==> src/rtl/ddr4_dqsw_wrlvl_ctrl_pkg.sv <==
`default_nettype none
// ============================================================================
// Module   : ddr4_dqsw_pkg
// Purpose  : Shared types and constants for the DDR4 DQSW write-leveling
//            sequencer: FSM state encoding, strobe patterns, tap width and a
//            counter-width helper.
// Ports    : none (package)
// Options  : DQSW_EYE_MON_EN (uses ST_CLR / ST_EYEWAIT)
// Revision : 1.0 - initial release
// ============================================================================
package ddr4_dqsw_pkg;

  localparam int TAP_W = 8;

  // Strobe slot cycle 0 drives a single DQS edge with the output enabled
  localparam logic [1:0] C_TX_STROBE = 2'b01;
  localparam logic [1:0] C_OE_STROBE = 2'b11;
  localparam logic [1:0] C_TX_IDLE   = 2'b00;
  localparam logic [1:0] C_OE_IDLE   = 2'b00;

  // ST_FINISH / ST_FAIL name the two outcomes resolved on the DECIDE edge;
  // the sequencer returns straight to ST_IDLE so BUSY falls with DONE/ERROR.
  typedef enum logic [3:0] {
    ST_IDLE    = 4'd0,
    ST_LOAD    = 4'd1,
    ST_SETTLE  = 4'd2,
    ST_STROBE  = 4'd3,
    ST_DECIDE  = 4'd4,
    ST_STEP    = 4'd5,
    ST_FINISH  = 4'd6,
    ST_FAIL    = 4'd7,
    ST_CLR     = 4'd8,
    ST_EYEWAIT = 4'd9
  } state_t;

  // Bits needed to hold the value max_val (at least one bit)
  function automatic int cnt_w(input int max_val);
    return (max_val < 1) ? 1 : $clog2(max_val + 1);
  endfunction

endpackage
`default_nettype wire

==> src/rtl/ddr4_dqsw_wrlvl_ctrl_if.sv <==
`default_nettype none
// ============================================================================
// Module   : ddr4_dqsw_wrlvl_ctrl_if
// Purpose  : Handshake between the PHY training top (master) and the
//            write-leveling sequencer (slave).
// Signals  : start     - one-cycle sweep request (master -> slave)
//            busy      - sweep in progress
//            done      - sticky, edge found
//            error     - sticky, sweep failed
//            tap_out   - tap at which the sweep ended
//            eye_flags - {LATE,EARLY} captured at finish
// Revision : 1.0 - initial release
// ============================================================================
interface ddr4_dqsw_wrlvl_ctrl_if;
  import ddr4_dqsw_pkg::*;

  logic             start;
  logic             busy;
  logic             done;
  logic             error;
  logic [TAP_W-1:0] tap_out;
  logic [1:0]       eye_flags;

  modport master (output start, input busy, done, error, tap_out, eye_flags);
  modport slave  (input start, output busy, done, error, tap_out, eye_flags);

endinterface
`default_nettype wire

==> src/rtl/ddr4_dqsw_wrlvl_ctrl_vote.sv <==
`default_nettype none
// ============================================================================
// Module   : ddr4_dqsw_vote
// Purpose  : Strobe-slot timing and majority vote for one tap. Tracks the
//            cycle within a slot and the slot index, samples the feedback bit
//            RX_LATENCY cycles after each strobe and accumulates the ones.
// Ports    : i_fab_clk, i_arst_n - clock / async active-low reset
//            i_clr       - zero slot position and ones count
//            i_run       - advance slot timing (high in every STROBE cycle)
//            i_rx_bit    - DRAM feedback sample (RX_DATA[0])
//            o_slot_end  - current cycle is the last of its slot
//            o_last_slot - current slot is the final one for this tap
//            o_majority  - ones >= SAMPLE_COUNT/2+1
// Revision : 1.0 - initial release
// ============================================================================
module ddr4_dqsw_vote
  import ddr4_dqsw_pkg::*;
#(
  parameter int SAMPLE_COUNT = 8,
  parameter int STROBE_GAP   = 8,
  parameter int RX_LATENCY   = 4
) (
  input  logic i_fab_clk,
  input  logic i_arst_n,
  input  logic i_clr,
  input  logic i_run,
  input  logic i_rx_bit,
  output logic o_slot_end,
  output logic o_last_slot,
  output logic o_majority
);

  localparam int GAP_W  = cnt_w(STROBE_GAP - 1);
  localparam int SLOT_W = cnt_w(SAMPLE_COUNT - 1);
  localparam int ONES_W = cnt_w(SAMPLE_COUNT);

  localparam logic [GAP_W-1:0]  C_GAP_LAST  = GAP_W'(STROBE_GAP - 1);
  localparam logic [GAP_W-1:0]  C_SAMPLE_AT = GAP_W'(RX_LATENCY);
  localparam logic [SLOT_W-1:0] C_SLOT_LAST = SLOT_W'(SAMPLE_COUNT - 1);
  localparam logic [ONES_W-1:0] C_THRESH    = ONES_W'(SAMPLE_COUNT / 2 + 1);

  logic [GAP_W-1:0]  r_cyc;
  logic [SLOT_W-1:0] r_slot;
  logic [ONES_W-1:0] r_ones;

  always_ff @(posedge i_fab_clk or negedge i_arst_n) begin
    if (!i_arst_n) begin
      r_cyc  <= '0;
      r_slot <= '0;
      r_ones <= '0;
    end else if (i_clr) begin
      r_cyc  <= '0;
      r_slot <= '0;
      r_ones <= '0;
    end else if (i_run) begin
      // Strobe left the IOD in slot cycle 0; its echo is valid RX_LATENCY later
      if (r_cyc == C_SAMPLE_AT) begin
        r_ones <= r_ones + ONES_W'(i_rx_bit);
      end
      if (r_cyc == C_GAP_LAST) begin
        r_cyc  <= '0;
        r_slot <= (r_slot == C_SLOT_LAST) ? '0 : r_slot + SLOT_W'(1);
      end else begin
        r_cyc <= r_cyc + GAP_W'(1);
      end
    end
  end

  assign o_slot_end  = (r_cyc == C_GAP_LAST);
  assign o_last_slot = (r_slot == C_SLOT_LAST);
  assign o_majority  = (r_ones >= C_THRESH);

endmodule
`default_nettype wire

==> src/rtl/ddr4_dqsw_wrlvl_ctrl.sv <==
`default_nettype none
// ============================================================================
// Module   : ddr4_dqsw_wrlvl_ctrl
// Purpose  : Write-leveling sequencer for one DDR4 byte lane. Sweeps the DQSW
//            delay line from tap 0 upward, fires SAMPLE_COUNT strobes per tap,
//            majority-votes the DQ feedback and stops at the first 0->1
//            transition (DONE) or on out-of-range / last tap (ERROR).
// Ports    : i_fab_clk, i_arst_n          - clock / async active-low reset
//            ctrl_if (slave)              - start/busy/done/error/tap_out/eye_flags
//            o_tx_data, o_oe_data         - IOD TX_DATA_0 / OE_DATA_0
//            o_delay_line_load/move/direction, i_delay_line_out_of_range
//            o_eye_monitor_clear_flags, i_eye_monitor_early/late
//            i_rx_data                    - IOD RX_DATA_0, bit 0 is feedback
// Options  : DQSW_EYE_MON_EN - clear and capture the eye monitor after the
//            edge is found (adds 1+SETTLE_CYCLES cycles before DONE)
// Revision : 1.0 - initial release
// ============================================================================
module ddr4_dqsw_wrlvl_ctrl
  import ddr4_dqsw_pkg::*;
#(
  parameter int MAX_TAPS      = 128,
  parameter int SETTLE_CYCLES = 16,
  parameter int SAMPLE_COUNT  = 8,
  parameter int STROBE_GAP    = 8,
  parameter int RX_LATENCY    = 4
) (
  input  logic                         i_fab_clk,
  input  logic                         i_arst_n,
  ddr4_dqsw_wrlvl_ctrl_if.slave        ctrl_if,
  output logic [1:0]                   o_tx_data,
  output logic [1:0]                   o_oe_data,
  output logic                         o_delay_line_load,
  output logic                         o_delay_line_move,
  output logic                         o_delay_line_direction,
  input  logic                         i_delay_line_out_of_range,
  output logic                         o_eye_monitor_clear_flags,
  input  logic                         i_eye_monitor_early,
  input  logic                         i_eye_monitor_late,
  input  logic [1:0]                   i_rx_data
);

  localparam int SET_W = cnt_w(SETTLE_CYCLES - 1);
  localparam logic [SET_W-1:0] C_SETTLE_LAST = SET_W'(SETTLE_CYCLES - 1);
  localparam logic [TAP_W-1:0] C_TAP_LAST    = TAP_W'(MAX_TAPS - 1);

  state_t             r_state;
  logic [TAP_W-1:0]   r_tap;
  logic [SET_W-1:0]   r_settle_cnt;
  logic               r_seen_zero;
  logic               r_busy;
  logic               r_done;
  logic               r_error;
  logic [TAP_W-1:0]   r_tap_out;
  logic [1:0]         r_tx;
  logic [1:0]         r_oe;
  logic               r_load;
  logic               r_move;
  logic               r_dir;

  logic w_slot_end;
  logic w_last_slot;
  logic w_majority;
  logic w_vote_clr;
  logic w_vote_run;
  logic w_edge_found;
  logic w_fail;

  // Bit 1 of the RX bus carries nothing for write leveling
  logic w_unused_rx;
  assign w_unused_rx = i_rx_data[1];

  // Vote state is held clear while idle (covers START) and on every tap step
  assign w_vote_clr = (r_state == ST_IDLE) || (r_state == ST_STEP);
  assign w_vote_run = (r_state == ST_STROBE);

  ddr4_dqsw_vote #(
    .SAMPLE_COUNT (SAMPLE_COUNT),
    .STROBE_GAP   (STROBE_GAP),
    .RX_LATENCY   (RX_LATENCY)
  ) u_vote (
    .i_fab_clk   (i_fab_clk),
    .i_arst_n    (i_arst_n),
    .i_clr       (w_vote_clr),
    .i_run       (w_vote_run),
    .i_rx_bit    (i_rx_data[0]),
    .o_slot_end  (w_slot_end),
    .o_last_slot (w_last_slot),
    .o_majority  (w_majority)
  );

  // Out-of-range outranks everything; a 1 only counts after some 0 was seen
  assign w_edge_found = !i_delay_line_out_of_range && w_majority && r_seen_zero;
  assign w_fail       = i_delay_line_out_of_range || (r_tap == C_TAP_LAST);

`ifdef DQSW_EYE_MON_EN
  logic       r_eye_clr;
  logic [1:0] r_eye_flags;
`else
  logic w_unused_eye;
  assign w_unused_eye = i_eye_monitor_early ^ i_eye_monitor_late;
`endif

  always_ff @(posedge i_fab_clk or negedge i_arst_n) begin
    if (!i_arst_n) begin
      r_state      <= ST_IDLE;
      r_tap        <= '0;
      r_settle_cnt <= '0;
      r_seen_zero  <= 1'b0;
      r_busy       <= 1'b0;
      r_done       <= 1'b0;
      r_error      <= 1'b0;
      r_tap_out    <= '0;
      r_tx         <= C_TX_IDLE;
      r_oe         <= C_OE_IDLE;
      r_load       <= 1'b0;
      r_move       <= 1'b0;
      r_dir        <= 1'b0;
`ifdef DQSW_EYE_MON_EN
      r_eye_clr    <= 1'b0;
      r_eye_flags  <= 2'b00;
`endif
    end else begin
      case (r_state)
        ST_IDLE: begin
          if (ctrl_if.start) begin
            r_state     <= ST_LOAD;
            r_done      <= 1'b0;
            r_error     <= 1'b0;
            r_tap_out   <= '0;
            r_seen_zero <= 1'b0;
            r_tap       <= '0;
            r_busy      <= 1'b1;
            r_dir       <= 1'b1;
            r_load      <= 1'b1;
`ifdef DQSW_EYE_MON_EN
            r_eye_flags <= 2'b00;
`endif
          end
        end

        ST_LOAD: begin
          r_load       <= 1'b0;
          r_settle_cnt <= '0;
          r_state      <= ST_SETTLE;
        end

        ST_SETTLE: begin
          if (r_settle_cnt == C_SETTLE_LAST) begin
            // First STROBE cycle is slot cycle 0
            r_state <= ST_STROBE;
            r_tx    <= C_TX_STROBE;
            r_oe    <= C_OE_STROBE;
          end else begin
            r_settle_cnt <= r_settle_cnt + SET_W'(1);
          end
        end

        ST_STROBE: begin
          // Outputs are registered, so the pattern is set one cycle ahead
          if (w_slot_end && w_last_slot) begin
            r_state <= ST_DECIDE;
            r_tx    <= C_TX_IDLE;
            r_oe    <= C_OE_IDLE;
          end else if (w_slot_end) begin
            r_tx <= C_TX_STROBE;
            r_oe <= C_OE_STROBE;
          end else begin
            r_tx <= C_TX_IDLE;
            r_oe <= C_OE_IDLE;
          end
        end

        ST_DECIDE: begin
          if (!i_delay_line_out_of_range && !w_majority) begin
            r_seen_zero <= 1'b1;
          end
          if (w_edge_found) begin
`ifdef DQSW_EYE_MON_EN
            r_state   <= ST_CLR;
            r_eye_clr <= 1'b1;
`else
            r_state   <= ST_IDLE;
            r_busy    <= 1'b0;
            r_dir     <= 1'b0;
            r_done    <= 1'b1;
            r_tap_out <= r_tap;
`endif
          end else if (w_fail) begin
            r_state   <= ST_IDLE;
            r_busy    <= 1'b0;
            r_dir     <= 1'b0;
            r_error   <= 1'b1;
            r_tap_out <= r_tap;
          end else begin
            r_state <= ST_STEP;
            r_move  <= 1'b1;
          end
        end

        ST_STEP: begin
          r_move       <= 1'b0;
          r_tap        <= r_tap + TAP_W'(1);
          r_settle_cnt <= '0;
          r_state      <= ST_SETTLE;
        end

`ifdef DQSW_EYE_MON_EN
        ST_CLR: begin
          r_eye_clr    <= 1'b0;
          r_settle_cnt <= '0;
          r_state      <= ST_EYEWAIT;
        end

        ST_EYEWAIT: begin
          // Let the monitor re-accumulate at the found tap before capturing
          if (r_settle_cnt == C_SETTLE_LAST) begin
            r_eye_flags <= {i_eye_monitor_late, i_eye_monitor_early};
            r_state     <= ST_IDLE;
            r_busy      <= 1'b0;
            r_dir       <= 1'b0;
            r_done      <= 1'b1;
            r_tap_out   <= r_tap;
          end else begin
            r_settle_cnt <= r_settle_cnt + SET_W'(1);
          end
        end
`endif

        default: begin
          r_state <= ST_IDLE;
          r_busy  <= 1'b0;
          r_dir   <= 1'b0;
          r_tx    <= C_TX_IDLE;
          r_oe    <= C_OE_IDLE;
          r_load  <= 1'b0;
          r_move  <= 1'b0;
        end
      endcase
    end
  end

  assign ctrl_if.busy            = r_busy;
  assign ctrl_if.done            = r_done;
  assign ctrl_if.error           = r_error;
  assign ctrl_if.tap_out         = r_tap_out;
  assign o_tx_data               = r_tx;
  assign o_oe_data               = r_oe;
  assign o_delay_line_load       = r_load;
  assign o_delay_line_move       = r_move;
  assign o_delay_line_direction  = r_dir;

`ifdef DQSW_EYE_MON_EN
  assign ctrl_if.eye_flags         = r_eye_flags;
  assign o_eye_monitor_clear_flags = r_eye_clr;
`else
  assign ctrl_if.eye_flags         = 2'b00;
  assign o_eye_monitor_clear_flags = 1'b0;
`endif

endmodule
`default_nettype wire
==> src/flat_wrapper.sv <==
// flat-port wrapper written by rule: the top's interface ports become plain ports
module ddr4_dqsw_wrlvl_ctrl_flat import ddr4_dqsw_pkg::*;
#(
  parameter int MAX_TAPS      = 128,
  parameter int SETTLE_CYCLES = 16,
  parameter int SAMPLE_COUNT  = 8,
  parameter int STROBE_GAP    = 8,
  parameter int RX_LATENCY    = 4
)
  (i_fab_clk, i_arst_n, o_tx_data, o_oe_data, o_delay_line_load, o_delay_line_move, o_delay_line_direction, i_delay_line_out_of_range, o_eye_monitor_clear_flags, i_eye_monitor_early, i_eye_monitor_late, i_rx_data, ctrl_if_start, ctrl_if_busy, ctrl_if_done, ctrl_if_error, ctrl_if_tap_out, ctrl_if_eye_flags);
  ddr4_dqsw_wrlvl_ctrl_if ctrl_if_i ();
  input  logic i_fab_clk;
  input  logic i_arst_n;
  output logic [1:0] o_tx_data;
  output logic [1:0] o_oe_data;
  output logic o_delay_line_load;
  output logic o_delay_line_move;
  output logic o_delay_line_direction;
  input  logic i_delay_line_out_of_range;
  output logic o_eye_monitor_clear_flags;
  input  logic i_eye_monitor_early;
  input  logic i_eye_monitor_late;
  input  logic [1:0] i_rx_data;
  input wire logic [$bits(ctrl_if_i.start)-1:0] ctrl_if_start;
  output wire logic [$bits(ctrl_if_i.busy)-1:0] ctrl_if_busy;
  output wire logic [$bits(ctrl_if_i.done)-1:0] ctrl_if_done;
  output wire logic [$bits(ctrl_if_i.error)-1:0] ctrl_if_error;
  output wire logic [$bits(ctrl_if_i.tap_out)-1:0] ctrl_if_tap_out;
  output wire logic [$bits(ctrl_if_i.eye_flags)-1:0] ctrl_if_eye_flags;
  assign ctrl_if_i.start = ctrl_if_start;
  assign ctrl_if_busy = ctrl_if_i.busy;
  assign ctrl_if_done = ctrl_if_i.done;
  assign ctrl_if_error = ctrl_if_i.error;
  assign ctrl_if_tap_out = ctrl_if_i.tap_out;
  assign ctrl_if_eye_flags = ctrl_if_i.eye_flags;
  ddr4_dqsw_wrlvl_ctrl #(.MAX_TAPS(MAX_TAPS), .SETTLE_CYCLES(SETTLE_CYCLES), .SAMPLE_COUNT(SAMPLE_COUNT), .STROBE_GAP(STROBE_GAP), .RX_LATENCY(RX_LATENCY)) u_core (.i_fab_clk(i_fab_clk), .i_arst_n(i_arst_n), .ctrl_if(ctrl_if_i), .o_tx_data(o_tx_data), .o_oe_data(o_oe_data), .o_delay_line_load(o_delay_line_load), .o_delay_line_move(o_delay_line_move), .o_delay_line_direction(o_delay_line_direction), .i_delay_line_out_of_range(i_delay_line_out_of_range), .o_eye_monitor_clear_flags(o_eye_monitor_clear_flags), .i_eye_monitor_early(i_eye_monitor_early), .i_eye_monitor_late(i_eye_monitor_late), .i_rx_data(i_rx_data));
endmodule
==> config.mk <==
export PLATFORM = sky130hd
export DESIGN_NAME = ddr4_dqsw_wrlvl_ctrl_flat
export DESIGN_NICKNAME = d
export VERILOG_FILES = /design/src/rtl/ddr4_dqsw_wrlvl_ctrl_pkg.sv /design/src/rtl/ddr4_dqsw_wrlvl_ctrl_if.sv /design/src/rtl/ddr4_dqsw_wrlvl_ctrl_vote.sv /design/src/rtl/ddr4_dqsw_wrlvl_ctrl.sv /design/src/flat_wrapper.sv
export SDC_FILE = /design/constraint.sdc
export NUM_CORES = 1
export LEC_CHECK = 0
export CAP_MARGIN = 20
export CORE_ASPECT_RATIO = 0.6
export CORE_UTILIZATION = 54
export CTS_CLUSTER_SIZE = 16
export DETAILED_ROUTE_END_ITERATION = 8
export PLACE_DENSITY = 0.79
export SYNTH_ARGS = -nofsm -noshare
export SYNTH_HDL_FRONTEND = slang
export SYNTH_SLANG_ARGS = --single-unit
==> constraint.sdc <==
create_clock -name i_fab_clk -period 2.05 [get_ports i_fab_clk]
set_clock_uncertainty 0.05 [all_clocks]
set_input_delay 0.205 -clock i_fab_clk [delete_from_list [all_inputs] [get_ports i_fab_clk]]
set_output_delay 0.205 -clock i_fab_clk [all_outputs]
set_load 0.01 [all_outputs]
# [Word level (Yosys, flattened, before mapping)]
# Cells that the tools add are included.
# W data, S select, Z words.
[word_totals] input_bits=8 word_cells=125 ff_bits=44 out_inout_bits=21
[op_classes] n_bitwise=4 reduce_logical=33 muxes=47 magnitude_cmp=1 eq_ne=20 n_addsub=5
[ops] cell="$mux W4" n=8
[ops] cell="$pmux W8 S2" n=2
[ops] cell="$mux W3" n=8
[ops] cell="$mux W8" n=3
[ops] cell="$pmux W4 S5" n=1
[ops] cell="$reduce_and A3 Y1" n=6
[ops] cell="$reduce_or A4 Y1" n=4
[ops] cell="$pmux W2 S3" n=2
[ops] cell="$reduce_and A2 Y1" n=6
[ops] cell="$reduce_bool A2 Y1" n=6
[ops] cell="$mux W1" n=11
[ops] cell="$mux W2" n=5
[ops] cell="$ne A2 B1 Y1 const B" n=5
[ops] cell="$pmux W1 S2" n=5
[ops] cell="$eq A3 B3 Y1 const B" n=3
[ops] cell="$add A8 B1 Y8 const B" n=1
[ops] cell="$eq A4 B2 Y1 const B" n=2
[ops] cell="$eq A4 B3 Y1 const B" n=2
[ops] cell="$eq A8 B7 Y1 const B" n=1
[ops] cell="$ne A2 B2 Y1 const B" n=4
[ops] cell="$pmux W4 S2" n=1
[ops] cell="$add A3 B1 Y3 const B" n=2
[ops] cell="$add A4 B1 Y4" n=1
[ops] cell="$add A4 B1 Y4 const B" n=1
[ops] cell="other kinds (12)" n=20

# [Logic depth before layout (Yosys ltp)]
# Gate-level depths: netlist of run 1.
[depth] word_depth=5 mapped_depth=6 depth_no_buf=6

# [Modules after synthesis]
# Synthesis of run 1 repeated with hierarchy kept, for this count alone.
[hier_totals] hier_cells=218 area_unflattened_um2=2152.1
[modules_own_cells] mod="ddr4_dqsw_wrlvl_ctrl" seq_area_each_um2=750.7 n_inst=1 cells_per_inst=165 area_each_um2=1592.8
[modules_own_cells] mod="ddr4_dqsw_vote" seq_area_each_um2=250.2 n_inst=1 cells_per_inst=53 area_each_um2=559.3

# [Worst setup path before layout of run 1]
# Ideal clock, no wire load.
[synth_timing] path_kind="register to register" start="reg u_core.r_state[0]" end="reg u_core.r_tap[6]" t_arrival_ns=1.458 path_stages_with_launch=7 slack_ns=0.412 setup_ns=0.130 cell_sequence="dfrtp_1 > buf_6 > or4b_1 > buf_2 > and2_4 > o21ai_2 > o41ai_1"
[synth_via] elab_chain_cells=3 word_cells_on_any_way=6
[synth_lines] element="from (decl)" line_no="ddr4_dqsw_wrlvl_ctrl.sv:46" source="state_t r_state;"
[synth_lines] element="from (signal assigned)" line_no="ddr4_dqsw_wrlvl_ctrl.sv:105" source="r_state <= ST_IDLE;"
[synth_lines] element="from (signal assigned)" line_no="ddr4_dqsw_wrlvl_ctrl.sv:126" source="r_state <= ST_LOAD;"
[synth_lines] element="from (signal assigned)" line_no="ddr4_dqsw_wrlvl_ctrl.sv:144" source="r_state <= ST_SETTLE;"
[synth_lines] element="$eq A4 B3 Y1 / $logic_not A4 Y1 (equally long branches)" line_no="ddr4_dqsw_wrlvl_ctrl.sv:123" source="case (r_state)"
[synth_lines] element="$reduce_bool A2 Y1 (no line) / $ne A2 B2 Y1 (equally long branches)"
[synth_lines] element="$reduce_and A2 Y1 (no line)"
[synth_lines] element="to (signal assigned)" line_no="ddr4_dqsw_wrlvl_ctrl.sv:202" source="r_tap <= r_tap + TAP_W'(1);"
[synth_lines] element="to (decl)" line_no="ddr4_dqsw_wrlvl_ctrl.sv:47" source="logic [TAP_W-1:0] r_tap;"
# Parallel ways exist; a longest one is shown, timed or not.
# A chain may end at the register's enable or synchronous reset.

# [Final worst setup path of run 1]
[layout_timing] start="reg u_core.r_state[1]" end="reg u_core.r_tap[7]"
# The elaborated chain is that of the path after synthesis.

==> summary.md, run 1 <==
| Metric | Value |
|---|---|
| Worst vdd ir | `0.0004257 V` |
| # Post-CTS Setup Buffers | `0` |
| Post-Syn Area | `2138 um2` |
| Layout cell share with drive strength beyond 1 | `11.74%` |
| Max cap viols | `0` |
| Core Footprint | `3722 um2` |
| Residual DRC | `0` |
| Antenna Diode Count | `0` |
| Routed via count | `1697` |
| Worst r2r path cells | `4` |
| Wire per inst | `15.05 um` |
| Clock-pin slew on the worst setup and hold paths | `0.07 ns` |
| Critical-path top delay cell | `or4b_1` |
| PortBufs | `21` |
| Post-route setup TNS | `0 ns` |
| TritonRoute pass-1 iters | `4` |
| Endpoints failing hold | `0` |
| Commonest non-fill, non-tap cell in the layout | `dfrtp_1` |
| Num CTS Buffers | `5` |
| R2R Setup Slk | `0.31 ns` |
| RSZ-0062 raised after global routing | `no` |
| Post-synth EDFFs | `0` |
| Tightest Pin Transition | `0.5493 ns` |
| Worst Path Class, Setup | `reg2reg` |
| Top delay family on crit path | `simple AND/OR/NAND/NOR gates` |
| Startpoint Class | `flop` |
| Root Buffer | `clkbuf_8` |
| Critical R2R Launch | `u_core.r_state[1]$_DFFE_PN0P_` |
| HPWL after detailed placement | `3.183 mm` |
| Synth unique cells | `48` |
| Hold WS | `0.3586 ns` |
| Vias in the first global route | `1569` |
| Min Tclk post-route | `1.738 ns` |
| Setup violators final | `0` |
| Synth async-reset ratio | `100.0%` |
| R2r endpoint | `u_core.r_tap[7]$_DFFE_PN0P_` |
| Ys flop type | `dfrtp_1` |
| 1st-iter DRT viols | `129` |
| Final instance area | `2527 um2` |
| Outcome | `completed` |
| Die area | `4224 um2` |
| Yosys reg bits | `40` |
| Worst slew margin | `63.10%` |
| Gr ovfl total | `0` |
| Synth Warn # | `0` |
| Lkg Pwr | `1.130 nW` |
| # IOs | `29` |
| WP data required | `2.16 ns` |
| Die span in y | `50.75 um` |
| Largest net degree at the start of global routing | `41` |
| End of the critical path | `u_core.r_tap[7]$_DFFE_PN0P_` |
| Cell Rows | `17` |
| Mapped Cells | `218` |
| FMAX | `575.3 MHz` |
| Initial antenna violation count | `0` |
| Crit-path max cell delay | `0.60 ns` |
| CTS Sinks | `40` |
| Worst Hold Class | `in2async` |
| Total wire length | `4.424 mm` |
| Global-route wire length before repair | `7.458 mm` |
| CTS tree | `done` |
| Final Max Tran Viols | `0` |
| Worst Setup SP | `u_core.r_state[1]$_DFFE_PN0P_` |
| Cell Count Post-Placement | `286` |
| Syn Area/Cell | `9.809 um2` |
| Worst Path Max Fanout | `15` |
| Crit-path cells | `or4b_1 -> buf_4 -> o311ai_0 -> o41ai_1` |
| WP depth | `4` |
| Vias per inst | `5.772` |
| DP Area | `2421 um2` |
| Final total power | `0.001473 W` |
| Most frequent cells in the layout | `dfrtp_1 (40), nand2_1 (22), clkdlybuf4s50_1 (20)` |
| Clk_lat worst skew | `0.29 ns` |
| Fin nets | `264` |
| Sequential area share after synthesis | `46.81%` |
| Worst-case clock buffer depth | `2` |
| Crit share post-route | `84.80%` |
| All-Layer GR Usage | `23.35%` |
| Area Overhead vs Synth | `18.20%` |
| DRT antenna net count | `0` |
| Fin cells | `294` |
| Placer's final routability congestion estimate | `0.7660` |
| Initial core utilization | `57.45%` |
| PwrDens | `582.7 nW/um2` |
| H-tree level count | `2` |
| Die X | `83.24 um` |
| Setup crit end kind | `flop` |
| Crit path DAT | `1.85 ns` |
| Buffers & Inverters on Critical Path | `1` |
[layout make-up]
class,instances,area (um2)
fillers,298,1195
multi-input cells,160,1031
flip-flops and latches,40,1001
repair buffers,34,317.8
clock buffers,7,96.34
well taps,47,58.81
inverters,6,22.52
[cells in the mapped netlist, types with 2 or more instances]
master / count / share of area, %
or3_1: 2 / 0.59
o41ai_1: 2 / 0.82
ha_1: 9 / 5.3
o31ai_1: 2 / 0.70
o21ai_0: 12 / 2.8
o21ai_1: 4 / 0.94
nand2b_1: 4 / 1.2
nand3_1: 12 / 2.8
a21oi_1: 16 / 3.7
clkbuf_1: 3 / 0.53
buf_2: 4 / 0.94
nor3_1: 3 / 0.70
and2_1: 3 / 0.88
o31ai_4: 2 / 2.0
buf_4: 7 / 2.5
nor2_1: 14 / 2.5
dfrtp_1: 40 / 47
o311ai_0: 2 / 0.82
nor2b_1: 5 / 1.5
nand2_1: 22 / 3.9
a22o_1: 9 / 3.7
mux2i_1: 3 / 1.4
xor2_1: 5 / 2.0
inv_1: 6 / 1.1
and3_1: 4 / 1.2
[report_power, final]
group          switching (W)  internal, W  leakage [nW]
combinational      0.0000474    0.0000377         0.619
clock               0.000264     0.000300        0.0503
sequential         0.0000171     0.000807         0.460
[stage by stage]
step / util [%] / worst slack (ns)
floorplan: - / 0.4123
CTS: 67.90 / 0.3163
finish: 67.90 / 0.3117
detailed placement: 65.04 / 0.2429
global route: 67.90 / 0.2191
global placement: 65.04 / 0.2635
[worst min path at each step]
| stage | end | slack [ns] |
|---|---|---|
| after global routing | u_core.ctrl_if.tap_out[5]$_DFFE_PN0P_ | 0.40 |
| after floorplan | u_core.ctrl_if.busy$_DFFE_PN0P_ | -0.14 |
| after global placement | u_core.ctrl_if.tap_out[5]$_DFFE_PN0P_ | 0.14 |
| after CTS | u_core.ctrl_if.tap_out[5]$_DFFE_PN0P_ | 0.36 |
| final | u_core.ctrl_if.tap_out[5]$_DFFE_PN0P_ | 0.36 |
| after detailed placement | u_core.ctrl_if.tap_out[5]$_DFFE_PN0P_ | 0.14 |
[what timing repair did]
item | 4_1_cts | 5_1_grt
hold buffers | 1 | 0
gates resized for setup | 0 | 0
setup endpoints to repair | 0 | 0
endpoints found under the hold margin | 40 | 0
[tightest hold or removal path: stages]
cell           delay (ns)
dlygate4sd3_1        0.53
buf_2                0.12
buf_12               0.22
[routing by layer]
metal / part of all wire, % / vias up / track usage [%]
met1: 55 / 814 / 35.46
met3: 4.5 / 8 / 5.099
met5: 0 / - / 0
met2: 39 / 47 / 32.24
met4: 1.3 / 0 / 8.908
li1: - / 828 / -
[logic make-up (layout without fill, tap and decap cells)]
kind of cell | after synthesis | after routing | share of synthesized area, %
AOI/OAI and AO/OA | 62 | 62 | 20.54
xor gates and xnor gates | 5 | 5 | 2.048
adders and majority gates | 9 | 9 | 5.266
buffers and inverters | 21 | 47 | 5.500
DFF | 40 | 40 | 46.81
muxes | 4 | 4 | 1.931
other | 1 | 4 | 0.1754
and+or+nand+nor | 76 | 76 | 17.73
[sequential cells by signal, summed over array words and instances, names as in the netlist, 3 cells and up]
signal                  count
u_core.ctrl_if.tap_out      8
u_core.r_settle_cnt         4
u_core.r_state              3
u_core.r_tap                8
u_core.u_vote.r_cyc         3
u_core.u_vote.r_ones        4
u_core.u_vote.r_slot        3
Note: power is estimated with default switching activity, not from simulation.
==> inputs of run 2 (changes only) <==
==> constraint.sdc (replaced) <==
create_clock -name i_fab_clk -period 1.7 [get_ports i_fab_clk]
set_clock_uncertainty 0.05 [all_clocks]
set_input_delay 0.17 -clock i_fab_clk [delete_from_list [all_inputs] [get_ports i_fab_clk]]
set_output_delay 0.17 -clock i_fab_clk [all_outputs]
set_load 0.01 [all_outputs]
==> run 2 against run 1 <==
Sequential share of layout area shrank 2.7 points. Worst hold slack lost 0.079 ns. Via count up 4.3%. Core utilization is 5.1 points higher. Cell area grew 7.5%. Cell count increased by 6.5%. Die area is the same. Non-clock buffer count increased by 18. Largest power group unchanged. Highest routed layer unchanged.
==> summary.md, run 2 (synthesis gave the netlist of run 1 again) <==
| Metric | Value |
|---|---|
| Startpoint Class | `flop (unchanged)` |
| All-Layer GR Usage | `24.91% (was 23.35%)` |
| Max cap viols | `0 (unchanged)` |
| Endpoints failing hold | `0 (unchanged)` |
| Residual DRC | `0 (unchanged)` |
| Lkg Pwr | `1.221 nW (was 1.130 nW)` |
| P_sw | `0.0004289 W (was 0.0003287 W)` |
| Routed via count | `1770 (was 1697)` |
| PwrDens | `700.9 nW/um2 (was 582.7 nW/um2)` |
| H-tree level count | `2 (unchanged)` |
| Critical-path top delay cell | `dfrtp_1 (was or4b_1)` |
| Antenna Diode Count | `0 (unchanged)` |
| Internal power | `0.001475 W (was 0.001144 W)` |
| Top delay family on crit path | `simple AND/OR/NAND/NOR gates (unchanged)` |
| HPWL after detailed placement | `3.437 mm (was 3.183 mm)` |
| Area Overhead vs Synth | `27.03% (was 18.20%)` |
| Total wire length | `4.653 mm (was 4.424 mm)` |
| Final Max Tran Viols | `0 (unchanged)` |
| Wire per inst | `14.87 um (was 15.05 um)` |
| Core Footprint | `3722 um2 (unchanged)` |
| Fin nets | `282 (was 264)` |
| Clock-pin slew on the worst setup and hold paths | `0.08 ns (was 0.07 ns)` |
| Fin cells | `313 (was 294)` |
| DRT antenna net count | `0 (unchanged)` |
| Commonest non-fill, non-tap cell in the layout | `dfrtp_1 (unchanged)` |
| Initial core utilization | `57.45% (unchanged)` |
| Worst-case clock buffer depth | `2 (unchanged)` |
| Crit share post-route | `96.24% (was 84.80%)` |
| WP data required | `1.84 ns (was 2.16 ns)` |
| Clock network fraction of total power | `40.9% (was 38.3%)` |
| Num CTS Buffers | `5 (unchanged)` |
| Clk_lat worst skew | `0.30 ns (was 0.29 ns)` |
| Share of power burned in registers | `51.8% (was 55.9%)` |
| Switching Share | `22.53% (was 22.32%)` |
| Setup crit end kind | `flop (unchanged)` |
| Most frequent cells in the layout | `dfrtp_1 (39), buf_4 (27), nand2_1 (20), clkdlybuf4s50_1 (20), a21oi_1 (15) (was dfrtp_1 (40), nand2_1 (22), clkdlybuf4s50_1 (20))` |
| Outcome | `completed (unchanged)` |
| CTS Sinks | `40 (unchanged)` |
| PortBufs | `21 (unchanged)` |
| TritonRoute pass-1 iters | `4 (unchanged)` |
| Gr ovfl total | `0 (unchanged)` |
| 1st-iter DRT viols | `168 (was 129)` |
| Worst Hold Class | `in2async (unchanged)` |
| Global-route wire length before repair | `7.935 mm (was 7.458 mm)` |
| Hold WS | `0.2799 ns (was 0.3586 ns)` |
| Worst Path Class, Setup | `reg2reg (unchanged)` |
| Vias in the first global route | `1606 (was 1569)` |
| Cell Count Post-Placement | `303 (was 286)` |
| FMAX | `611.2 MHz (was 575.3 MHz)` |
| Crit path DAT | `1.78 ns (was 1.85 ns)` |
| Comb pwr share | `7.3% (was 5.8%)` |
| Die X | `83.24 um (unchanged)` |
| Initial antenna violation count | `0 (unchanged)` |
| Die area | `4224 um2 (unchanged)` |
| Die span in y | `50.75 um (unchanged)` |
| Layout cell share with drive strength beyond 1 | `20.68% (was 11.74%)` |
| Buffers & Inverters on Critical Path | `1 (unchanged)` |
| Worst vdd ir | `0.0004925 V (was 0.0004257 V)` |
| RSZ-0062 raised after global routing | `yes (was no)` |
| # IOs | `29 (unchanged)` |
| Largest net degree at the start of global routing | `25 (was 41)` |
| Crit-path cells | `or2_2 -> nor2_1 -> o31ai_4 -> buf_4 -> a22o_1 (was or4b_1 -> buf_4 -> o311ai_0 -> o41ai_1)` |
| Root Buffer | `clkbuf_8 (unchanged)` |
| Min Tclk post-route | `1.636 ns (was 1.738 ns)` |
| CTS tree | `done (unchanged)` |
| Vias per inst | `5.655 (was 5.772)` |
| Worst Path Max Fanout | `8 (was 15)` |
| Cell Rows | `17 (unchanged)` |
| Setup violators final | `0 (unchanged)` |
| Crit-path max cell delay | `0.43 ns (was 0.60 ns)` |
| Placer's final routability congestion estimate | `0.8891 (was 0.7660)` |
[run 2: cell types whose count changed in the layout (fill, tap and decap cells not counted), moves of 2 or more]
cell | before | now
buf_4 | 11 | 27
clkbuf_8 | 7 | 5
ha_1 | 9 | 7
ha_2 | 0 | 2
nand2_1 | 22 | 20
nand2_2 | 0 | 2
[run 2: cell type report]
cell class | count | area (um2)
inverter | 6 | 22.52
clock buffer | 6 | 72.57
clock inverter | 2 | 35.03
fill | 276 | 1006
timing repair buffer | 52 | 469.2
multi-input combinational | 160 | 1056
sequential | 40 | 1002
tap | 47 | 58.81
[run 2: repair_timing]
action | in CTS | in global routing
setup buffers | 0 | 1
hold endpoints to repair | 16 | 0
setup endpoints to repair | 1 | 21
hold buffers | 1 | 0
gates resized for setup | 1 | 9
[run 2: layer usage]
layer  part of all wire, %  track usage, %  vias up
li1                      -               -      870
met1                    54           39.30      838
met2                    38           31.97       53
met3                   6.1           5.428        9
met4                   1.7           10.34        0
met5                     0               0        -
[run 2: power by group through the flow]
stage                     Sequential [W]  Combinational [W]  Clock, W
after global placement           0.00100           0.000133         0
after CTS                       0.000987           0.000141  0.000791
after floorplan                  0.00101          0.0000590         0
after global routing            0.000988           0.000157  0.000825
after detailed placement         0.00101           0.000137         0
final                           0.000987           0.000139  0.000778
[run 2: final timing paths]
check	startpoint	end	slack, ns	cells past startpoint
worst max-delay path	u_core.r_state[1]$_DFFE_PN0P_	u_core.ctrl_if.tap_out[7]$_DFFE_PN0P_	0.06	5
worst min-delay path	i_arst_n	u_core.ctrl_if.tap_out[7]$_DFFE_PN0P_	0.28	2
worst max register to register	u_core.r_state[1]$_DFFE_PN0P_	u_core.ctrl_if.tap_out[7]$_DFFE_PN0P_	0.06	5
worst min register to register	u_core.r_seen_zero$_DFFE_PN0P_	u_core.r_seen_zero$_DFFE_PN0P_	0.46	1
max in group asynchronous	i_arst_n	u_core.r_state[0]$_DFFE_PN0P_	0.84	3
min in group i_fab_clk	u_core.r_seen_zero$_DFFE_PN0P_	u_core.r_seen_zero$_DFFE_PN0P_	0.46	1
[run 2: metrics by stage]
| stage | util (%) | power [W] | area, um2 | setup WS, ns | setup TNS (ns) |
|---|---|---|---|---|---|
| 2_1_floorplan | - | 0.001067 | 2150 | 0.06229 | 0 |
| 3_5_place_dp | 68.81 | 0.001142 | 2561 | -0.2466 | -2.210 |
| 6_report | 72.97 | 0.001904 | 2716 | 0.06386 | 0 |
| 3_3_place_gp | 68.81 | 0.001137 | 2561 | -0.1945 | -1.744 |
| 5_1_grt | 72.97 | 0.001971 | 2716 | -0.005766 | -0.005766 |
| 4_1_cts | 72.07 | 0.001919 | 2683 | 0.006007 | 0 |
